==> src/rtl/vga_pkg.sv <==
// Shared VGA definitions: default 640x480@60 timing, tile codes, 16-entry palette
// and the grid overlay colour. Used by the tile renderer and future overlay blocks.
package vga_pkg;

  localparam int DEF_H_VISIBLE = 640;
  localparam int DEF_H_FRONT   = 18;
  localparam int DEF_H_SYNC    = 92;
  localparam int DEF_H_BACK    = 50;
  localparam int DEF_V_VISIBLE = 480;
  localparam int DEF_V_FRONT   = 10;
  localparam int DEF_V_SYNC    = 2;
  localparam int DEF_V_BACK    = 33;

  typedef struct packed {
    logic [2:0] r;
    logic [2:0] g;
    logic [2:0] b;
  } rgb_t;

  localparam logic [3:0] TILE_FLOOR  = 4'd0;
  localparam logic [3:0] TILE_GRASS  = 4'd1;
  localparam logic [3:0] TILE_WATER  = 4'd2;
  localparam logic [3:0] TILE_LAVA   = 4'd3;
  localparam logic [3:0] TILE_PLAYER = 4'd4;
  localparam logic [3:0] TILE_ENEMY  = 4'd5;
  localparam logic [3:0] TILE_ICE    = 4'd6;
  localparam logic [3:0] TILE_COIN   = 4'd7;
  localparam logic [3:0] TILE_WALL   = 4'd8;

  localparam rgb_t GRID_COLOR = 9'b010_010_010;

  function automatic rgb_t palette(input logic [3:0] code);
    rgb_t c;
    c = 9'b000_000_000;
    case (code)
      4'd0:  c = 9'b000_000_000;
      4'd1:  c = 9'b000_111_000;
      4'd2:  c = 9'b000_000_111;
      4'd3:  c = 9'b111_000_000;
      4'd4:  c = 9'b111_111_000;
      4'd5:  c = 9'b111_000_111;
      4'd6:  c = 9'b000_111_111;
      4'd7:  c = 9'b111_110_000;
      4'd8:  c = 9'b100_100_100;
      4'd9:  c = 9'b100_010_000;
      4'd10: c = 9'b011_101_000;
      4'd11: c = 9'b000_011_110;
      4'd12: c = 9'b110_011_000;
      4'd13: c = 9'b101_101_111;
      4'd14: c = 9'b011_000_011;
      4'd15: c = 9'b111_111_111;
      default: c = 9'b000_000_000;
    endcase
    return c;
  endfunction

endpackage

==> src/rtl/vga_timing.sv <==
// Raster counters and sync/visible/frame-start decode. All outputs are decoded
// from the registered counters, so the caller owns any further pipelining.
module vga_timing
  import vga_pkg::*;
#(
  parameter int H_VISIBLE = DEF_H_VISIBLE,
  parameter int H_FRONT   = DEF_H_FRONT,
  parameter int H_SYNC    = DEF_H_SYNC,
  parameter int H_BACK    = DEF_H_BACK,
  parameter int V_VISIBLE = DEF_V_VISIBLE,
  parameter int V_FRONT   = DEF_V_FRONT,
  parameter int V_SYNC    = DEF_V_SYNC,
  parameter int V_BACK    = DEF_V_BACK,
  parameter int HW        = 10,
  parameter int VW        = 10
) (
  input  logic          i_Clk,
  input  logic          i_Rst_L,
  output logic [HW-1:0] o_H_Cnt,
  output logic [VW-1:0] o_V_Cnt,
  output logic          o_HSync,
  output logic          o_VSync,
  output logic          o_Visible,
  output logic          o_Frame_Start
);

  localparam int H_TOTAL = H_VISIBLE + H_FRONT + H_SYNC + H_BACK;
  localparam int V_TOTAL = V_VISIBLE + V_FRONT + V_SYNC + V_BACK;

  logic [HW-1:0] r_h_cnt_p0;
  logic [VW-1:0] r_v_cnt_p0;
  logic          w_h_wrap;

  assign w_h_wrap = (r_h_cnt_p0 == HW'(H_TOTAL - 1));

  always_ff @(posedge i_Clk) begin
    if (!i_Rst_L) begin
      r_h_cnt_p0 <= '0;
      r_v_cnt_p0 <= '0;
    end else if (w_h_wrap) begin
      r_h_cnt_p0 <= '0;
      r_v_cnt_p0 <= (r_v_cnt_p0 == VW'(V_TOTAL - 1)) ? '0 : r_v_cnt_p0 + 1'b1;
    end else begin
      r_h_cnt_p0 <= r_h_cnt_p0 + 1'b1;
    end
  end

  assign o_H_Cnt       = r_h_cnt_p0;
  assign o_V_Cnt       = r_v_cnt_p0;
  assign o_HSync       = !((r_h_cnt_p0 >= HW'(H_VISIBLE + H_FRONT)) &&
                           (r_h_cnt_p0 <  HW'(H_VISIBLE + H_FRONT + H_SYNC)));
  assign o_VSync       = !((r_v_cnt_p0 >= VW'(V_VISIBLE + V_FRONT)) &&
                           (r_v_cnt_p0 <  VW'(V_VISIBLE + V_FRONT + V_SYNC)));
  assign o_Visible     = (r_h_cnt_p0 < HW'(H_VISIBLE)) && (r_v_cnt_p0 < VW'(V_VISIBLE));
  assign o_Frame_Start = (r_v_cnt_p0 == VW'(V_VISIBLE)) && (r_h_cnt_p0 == '0);

endmodule

==> src/rtl/vga_tile_renderer.sv <==
// Tile-map VGA renderer: counters -> map address -> BRAM tile code -> palette, 3 stages.
// Define VGA_GRID_EN to overlay a grid line on the first pixel row/column of each tile.
module vga_tile_renderer
  import vga_pkg::*;
#(
  parameter int H_VISIBLE   = DEF_H_VISIBLE,
  parameter int H_FRONT     = DEF_H_FRONT,
  parameter int H_SYNC      = DEF_H_SYNC,
  parameter int H_BACK      = DEF_H_BACK,
  parameter int V_VISIBLE   = DEF_V_VISIBLE,
  parameter int V_FRONT     = DEF_V_FRONT,
  parameter int V_SYNC      = DEF_V_SYNC,
  parameter int V_BACK      = DEF_V_BACK,
  parameter int TILE_W_LOG2 = 5,
  parameter int TILE_H_LOG2 = 5,
  parameter int MAP_COLS    = 20,
  parameter int MAP_ROWS    = 15,
  parameter int TILE_BITS   = 4,
  parameter int COLOR_BITS  = 3
) (
  input  logic                        i_Clk,
  input  logic                        i_Rst_L,
  input  logic                        i_Wr_En,
  input  logic [$clog2(MAP_COLS)-1:0] i_Wr_Col,
  input  logic [$clog2(MAP_ROWS)-1:0] i_Wr_Row,
  input  logic [TILE_BITS-1:0]        i_Wr_Tile,
  output logic                        o_VGA_HSync,
  output logic                        o_VGA_VSync,
  output logic [COLOR_BITS-1:0]       o_VGA_Red,
  output logic [COLOR_BITS-1:0]       o_VGA_Grn,
  output logic [COLOR_BITS-1:0]       o_VGA_Blu,
  output logic                        o_Frame_Start
);

  localparam int H_TOTAL   = H_VISIBLE + H_FRONT + H_SYNC + H_BACK;
  localparam int V_TOTAL   = V_VISIBLE + V_FRONT + V_SYNC + V_BACK;
  localparam int HW        = $clog2(H_TOTAL);
  localparam int VW        = $clog2(V_TOTAL);
  localparam int MAP_DEPTH = MAP_COLS * MAP_ROWS;
  localparam int AW        = $clog2(MAP_DEPTH);

  // Palette entries are 3 bits per channel; left-align them into the output width.
  function automatic logic [COLOR_BITS-1:0] scale_chan(input logic [2:0] c);
    logic [COLOR_BITS+2:0] wide;
    wide = {c, COLOR_BITS'(0)};
    return wide[COLOR_BITS+2 -: COLOR_BITS];
  endfunction

  logic [HW-1:0] w_h_cnt;
  logic [VW-1:0] w_v_cnt;
  logic          w_hs, w_vs, w_visible, w_fs;

  vga_timing #(
    .H_VISIBLE(H_VISIBLE), .H_FRONT(H_FRONT), .H_SYNC(H_SYNC), .H_BACK(H_BACK),
    .V_VISIBLE(V_VISIBLE), .V_FRONT(V_FRONT), .V_SYNC(V_SYNC), .V_BACK(V_BACK),
    .HW(HW), .VW(VW)
  ) u_timing (
    .i_Clk        (i_Clk),
    .i_Rst_L      (i_Rst_L),
    .o_H_Cnt      (w_h_cnt),
    .o_V_Cnt      (w_v_cnt),
    .o_HSync      (w_hs),
    .o_VSync      (w_vs),
    .o_Visible    (w_visible),
    .o_Frame_Start(w_fs)
  );

  logic [HW-1:0] w_col;
  logic [VW-1:0] w_row;
  logic          w_in_map;
  logic [AW-1:0] w_rd_addr;
  logic          w_wr_ok;
  logic [AW-1:0] w_wr_addr;

  assign w_col     = w_h_cnt >> TILE_W_LOG2;
  assign w_row     = w_v_cnt >> TILE_H_LOG2;
  assign w_in_map  = w_visible && (int'(w_col) < MAP_COLS) && (int'(w_row) < MAP_ROWS);
  assign w_rd_addr = w_in_map ? AW'(int'(w_row) * MAP_COLS + int'(w_col)) : '0;
  assign w_wr_ok   = i_Wr_En && (int'(i_Wr_Col) < MAP_COLS) && (int'(i_Wr_Row) < MAP_ROWS);
  assign w_wr_addr = AW'(int'(i_Wr_Row) * MAP_COLS + int'(i_Wr_Col));

`ifdef VGA_GRID_EN
  logic w_grid;
  logic r_grid_p1, r_grid_p2;
  assign w_grid = (w_h_cnt[TILE_W_LOG2-1:0] == '0) || (w_v_cnt[TILE_H_LOG2-1:0] == '0);
`endif

  logic [TILE_BITS-1:0] r_map [MAP_DEPTH];
  logic [AW-1:0]        r_addr_p1;
  logic [TILE_BITS-1:0] r_tile_p2;
  logic                 r_vld_p1, r_hs_p1, r_vs_p1, r_fs_p1;
  logic                 r_vld_p2, r_hs_p2, r_vs_p2, r_fs_p2;
  logic                 r_hs_p3, r_vs_p3, r_fs_p3;
  logic [COLOR_BITS-1:0] r_red_p3, r_grn_p3, r_blu_p3;

  // Stage 1 (address) and stage 2 (BRAM read): data path, no reset.
  // The read sees the pre-write contents when it collides with a write.
  always_ff @(posedge i_Clk) begin
    if (w_wr_ok) r_map[w_wr_addr] <= i_Wr_Tile;
    r_addr_p1 <= w_rd_addr;
    r_tile_p2 <= r_map[r_addr_p1];
`ifdef VGA_GRID_EN
    r_grid_p1 <= w_grid;
    r_grid_p2 <= r_grid_p1;
`endif
  end

  // Stages 1-2: control flags travelling alongside the tile data.
  always_ff @(posedge i_Clk) begin
    if (!i_Rst_L) begin
      r_vld_p1 <= 1'b0; r_hs_p1 <= 1'b1; r_vs_p1 <= 1'b1; r_fs_p1 <= 1'b0;
      r_vld_p2 <= 1'b0; r_hs_p2 <= 1'b1; r_vs_p2 <= 1'b1; r_fs_p2 <= 1'b0;
    end else begin
      r_vld_p1 <= w_in_map; r_hs_p1 <= w_hs;    r_vs_p1 <= w_vs;    r_fs_p1 <= w_fs;
      r_vld_p2 <= r_vld_p1; r_hs_p2 <= r_hs_p1; r_vs_p2 <= r_vs_p1; r_fs_p2 <= r_fs_p1;
    end
  end

  rgb_t w_pix;

  always_comb begin
    w_pix = palette(4'(r_tile_p2));
`ifdef VGA_GRID_EN
    if (r_grid_p2) w_pix = GRID_COLOR;
`endif
  end

  // Stage 3: palette lookup and output register.
  always_ff @(posedge i_Clk) begin
    if (!i_Rst_L) begin
      r_hs_p3  <= 1'b1;
      r_vs_p3  <= 1'b1;
      r_fs_p3  <= 1'b0;
      r_red_p3 <= '0;
      r_grn_p3 <= '0;
      r_blu_p3 <= '0;
    end else begin
      r_hs_p3  <= r_hs_p2;
      r_vs_p3  <= r_vs_p2;
      r_fs_p3  <= r_fs_p2;
      r_red_p3 <= r_vld_p2 ? scale_chan(w_pix.r) : '0;
      r_grn_p3 <= r_vld_p2 ? scale_chan(w_pix.g) : '0;
      r_blu_p3 <= r_vld_p2 ? scale_chan(w_pix.b) : '0;
    end
  end

  assign o_VGA_HSync   = r_hs_p3;
  assign o_VGA_VSync   = r_vs_p3;
  assign o_Frame_Start = r_fs_p3;
  assign o_VGA_Red     = r_red_p3;
  assign o_VGA_Grn     = r_grn_p3;
  assign o_VGA_Blu     = r_blu_p3;

endmodule

==> config.mk <==
export PLATFORM = sky130hd
export DESIGN_NAME = vga_tile_renderer
export DESIGN_NICKNAME = d
export VERILOG_FILES = /design/src/rtl/vga_pkg.sv /design/src/rtl/vga_timing.sv /design/src/rtl/vga_tile_renderer.sv
export SDC_FILE = /design/constraint.sdc
export NUM_CORES = 1
export LEC_CHECK = 0
export ABC_AREA = 1
export ABC_CLOCK_PERIOD_IN_PS = 3950
export CAP_MARGIN = 20
export CORE_UTILIZATION = 50
export DETAILED_ROUTE_END_ITERATION = 8
export GPL_TIMING_DRIVEN = 0
export PLACE_DENSITY = 0.61
export SLEW_MARGIN = 5
export SYNTH_ARGS = -nofsm -noshare
export SYNTH_HDL_FRONTEND = slang
export SYNTH_HIERARCHICAL = 1
export SYNTH_SLANG_ARGS = --single-unit
export TNS_END_PERCENT = 100
==> constraint.sdc <==
create_clock -name i_Clk -period 3.95 [get_ports i_Clk]
set_input_delay 0.79 -clock i_Clk [delete_from_list [all_inputs] [get_ports i_Clk]]
set_output_delay 0.79 -clock i_Clk [all_outputs]
set_load 0.02 [all_outputs]
==> impl_metrics.toml <==
[status]
status = "finished, violations left"
violations = "setup timing"

[pwr]
p_total_w = 0.0277
switching_power_w = 0.00594
peakVddDrop_mv = 0.407
power_frac_seq = 0.526
intPower_w = 0.0218
p_leak_nw = 20.5
p_sw_frac = 0.214
p_clk_frac = 0.443
pwr-share-comb = 0.031
power_density_nw_per_um2 = 466

[layout]
stdcell_area_um2 = 59600
fillCellCount = 8690
utilization = 0.581
multi_input_area_um2 = 13500
syn_to_final_growth_pct = 14.5
fin_nets = 4897
seq_area_um2 = 37100
final_common_cell = "nand2_1"
layout_common_cells = "nand2_1 (1213), edfxtp_1 (1200), nand3_1 (1024), nor2_1 (395), clkbuf_1 (221)"
drive_above_1_share = 0.0844

[logic_synthesis]
synth_edf_count = 1200
synthCells = 4607
syn_nets = 4655
synth_seq_area_share = 0.713
syn-cell-area_um2 = 52000
synthArstFlopShare = 0
ys_warn_count = 6
synth_cell_type_count = 41
yosys_register_bits = 1253
ys.flop_type = "edfxtp_1"
avgSynthCellArea_um2 = 11.3

[worst_setup_path]
r2r_start = "r_addr_p1[1]$_SDFF_PN0_"
reg2reg_slack_ns = -0.13
crit_path_end_kind = "flop"
crit_required_ns = 4.56
r2r_cells = 13
critPathMaxStageDelay_ns = 0.99
critPathKind = "reg -> reg"
cp-startpoint = "r_addr_p1[1]$_SDFF_PN0_"
crit_top_cell = "nand3_1"
path_max_fanout = 10
crit_slowest_cell = "clkbuf_1"
worstSetupStartpointType = "flop"
crit_arrival_ns = 4.69
rr_endpoint = "r_tile_p2[0]$_DFF_P_"
cp_cell_sequence = "clkdlybuf4s15_1 -> clkbuf_1 -> nand3_1 -> nand3_1 -> nand3_1 -> nand2_1 -> nand2_1 -> nand3_1 -> nand3_1 -> nand3_1 -> nand2_1 -> nand2_1 -> nand2_1"

[min_path]
hp-class = "reg -> reg"
whs_endpoint = "o_Frame_Start$_SDFF_PN0_"
min_path_cells = 2
holdCritStartpoint = "r_fs_p2$_SDFF_PN0_"

[timing]
worstMarginPinSlew_ns = 1.37
fmax_ghz = 0.245
maxSlewViolCount = 0
layout_worst_path_cycle_share = 1.03
finalHoldViolations = 0
fin_ws_ns = -0.130
slew_headroom = 0.0845
whs_ns = 0.409
rsz0062_at_grt = "true"
finalSetupViolCount = 51
post-route-min-period_ns = 4.08
fin_skew_ns = 0.0170

[global_route]
grt_max_degree = 138
antenna_found_initial = 6
track_usage = 0.381
grt_pass1_wl_mm = 277
grt_pass1_vias = 36600
grt_overflow = 0

[routing]
drc = 0
avgRoutedWirePerCell_um = 32.1
ant_nets = 0
first_pass_iters = 7
vias = 39800
wl_mm = 203
avgViaCountPerCell = 6.30
drtIter0Drc = 6413

[clock_network]
numCtsBuffers = 134
hold_buffers = 0
clk_path_buf_depth = 3
tritoncts = "yes"
cts.sinks = 1253
clk_latency_ns = 0.76
htree_levels = 4
clockRootBuffer = "clkbuf_16"
cts.clk_slew.worst_paths_ns = 0.06

[place]
place_area_um2 = 54900
dpl.hpwl_mm = 139
gp_congestion = 1.04
place.port_buffers = 27

[job]
max-cap-violations = 0

[floorplan]
die_area_um2 = 105000
io_pins = 28
die_x_um = 325
die_y_um = 325
start_util = 0.508
fp-row-count = 117
core_area_um2 = 102000
-- cells in the mapped netlist, types with 3 or more instances --
cell,n,area share
a21oi_1,24,0.0023
inv_1,66,0.0048
o221ai_1,16,0.0027
nor2_4,4,0.00087
nor2_1,442,0.032
nand3_1,1024,0.099
nand4_1,25,0.0030
clkinv_1,7,0.00051
a31oi_1,4,0.00048
buf_1,27,0.0019
xor2_1,8,0.0013
o211ai_1,7,0.0010
nand2_1,1213,0.088
o22ai_1,29,0.0035
o21ai_1,4,0.00038
o21ai_0,105,0.010
inv_2,5,0.00036
fa_1,4,0.0015
dfxtp_1,53,0.020
buf_4,14,0.0020
buf_2,60,0.0058
or2_2,7,0.00084
edfxtp_1,1200,0.69
nor3_1,13,0.0013
nor2_2,3,0.00036
ha_1,28,0.0067
clkbuf_1,197,0.014
-- cell families after synthesis --
family          share of synthesized area
compound gates                     0.0209
flops                               0.713
simple gates                        0.226
xor+xnor                          0.00152
mux                              0.000385
fa+ha+maj                         0.00827
buf+inv                            0.0298
-- critical path, delay by kind of cell, from the launching register on --
| kind | cells | cell delay [ns] |
|---|---|---|
| flip-flops | 1 | 0.57 |
| AND/OR/NAND/NOR | 11 | 1.53 |
| buffers and inverters | 2 | 1.84 |
-- layer usage --
layer  wire (µm)  share of wire  GRT usage
met1       73600           0.36      0.512
met2       86300           0.43      0.552
met3       27900           0.14     0.0984
met4       14800          0.073      0.239
met5          19       0.000094          0
-- repair_timing --
| action | CTS | global route |
|---|---|---|
| pin swaps | 10 | 5 |
| endpoints found under the setup margin | 562 | 501 |
| buffers inserted | 17 | 11 |
| gates resized for setup | 16 | 46 |
-- stage by stage --
step                instances  setup TNS, ns  worst slack (ns)
global route             6319          -4.42            -0.120
finish                   6323          -2.55            -0.130
global placement         6002              -             -7.69
floorplan                4607              0             0.464
CTS                      6303          -1.16           -0.0538
detailed placement       6049        -925.36             -1.28
-- layout make-up --
type / count / share of cell area
Clock inverter: 63 / 0.00973
Inverter: 78 / 0.00492
Sequential cell: 1253 / 0.623
Multi-Input combinational cell: 2977 / 0.227
Timing Repair Buffer: 106 / 0.0245
Clock buffer: 174 / 0.0606
Buffer: 299 / 0.0215
Antenna cell: 5 / 0.000210
Tap cell: 1368 / 0.0287
-- flip-flops by register name, indices dropped and copies added (netlist names) --
name,count
r_hs_p1,1
r_vld_p1,1
o_VGA_HSync,1
u_timing/o_H_Cnt,10
o_VGA_Blu,3
r_hs_p2,1
r_vs_p2,1
r_fs_p1,1
r_vs_p1,1
r_fs_p2,1
o_Frame_Start,1
o_VGA_Grn,3
r_addr_p1,9
r_tile_p2,4
r_vld_p2,1
o_VGA_VSync,1
u_timing/o_V_Cnt,10
o_VGA_Red,3
r_map,1200
-- worst max path at each step --
stage,endpoint,cells after the start
2_1_floorplan,r_map[25][0]$_DFFE_PP_,10
3_3_place_gp,r_map[218][3]$_DFFE_PP_,1
3_5_place_dp,r_map[105][2]$_DFFE_PP_,11
4_1_cts,r_map[193][1]$_DFFE_PP_,12
5_1_grt,r_map[155][3]$_DFFE_PP_,13
6_report,r_tile_p2[0]$_DFF_P_,13
-- power groups by stage --
| stage | Sequential, W | Clock [W] | Combinational, W |
|---|---|---|---|
| global route | 0.0146 | 0.0128 | 0.000858 |
| CTS | 0.0146 | 0.0123 | 0.000782 |
| detailed placement | 0.0149 | 0 | 0.000739 |
| finish | 0.0146 | 0.0123 | 0.000846 |
| floorplan | 0.0149 | 0 | 0.000242 |
| global placement | 0.0151 | 0 | 0.000675 |
Power figures use the tool's default switching activity.
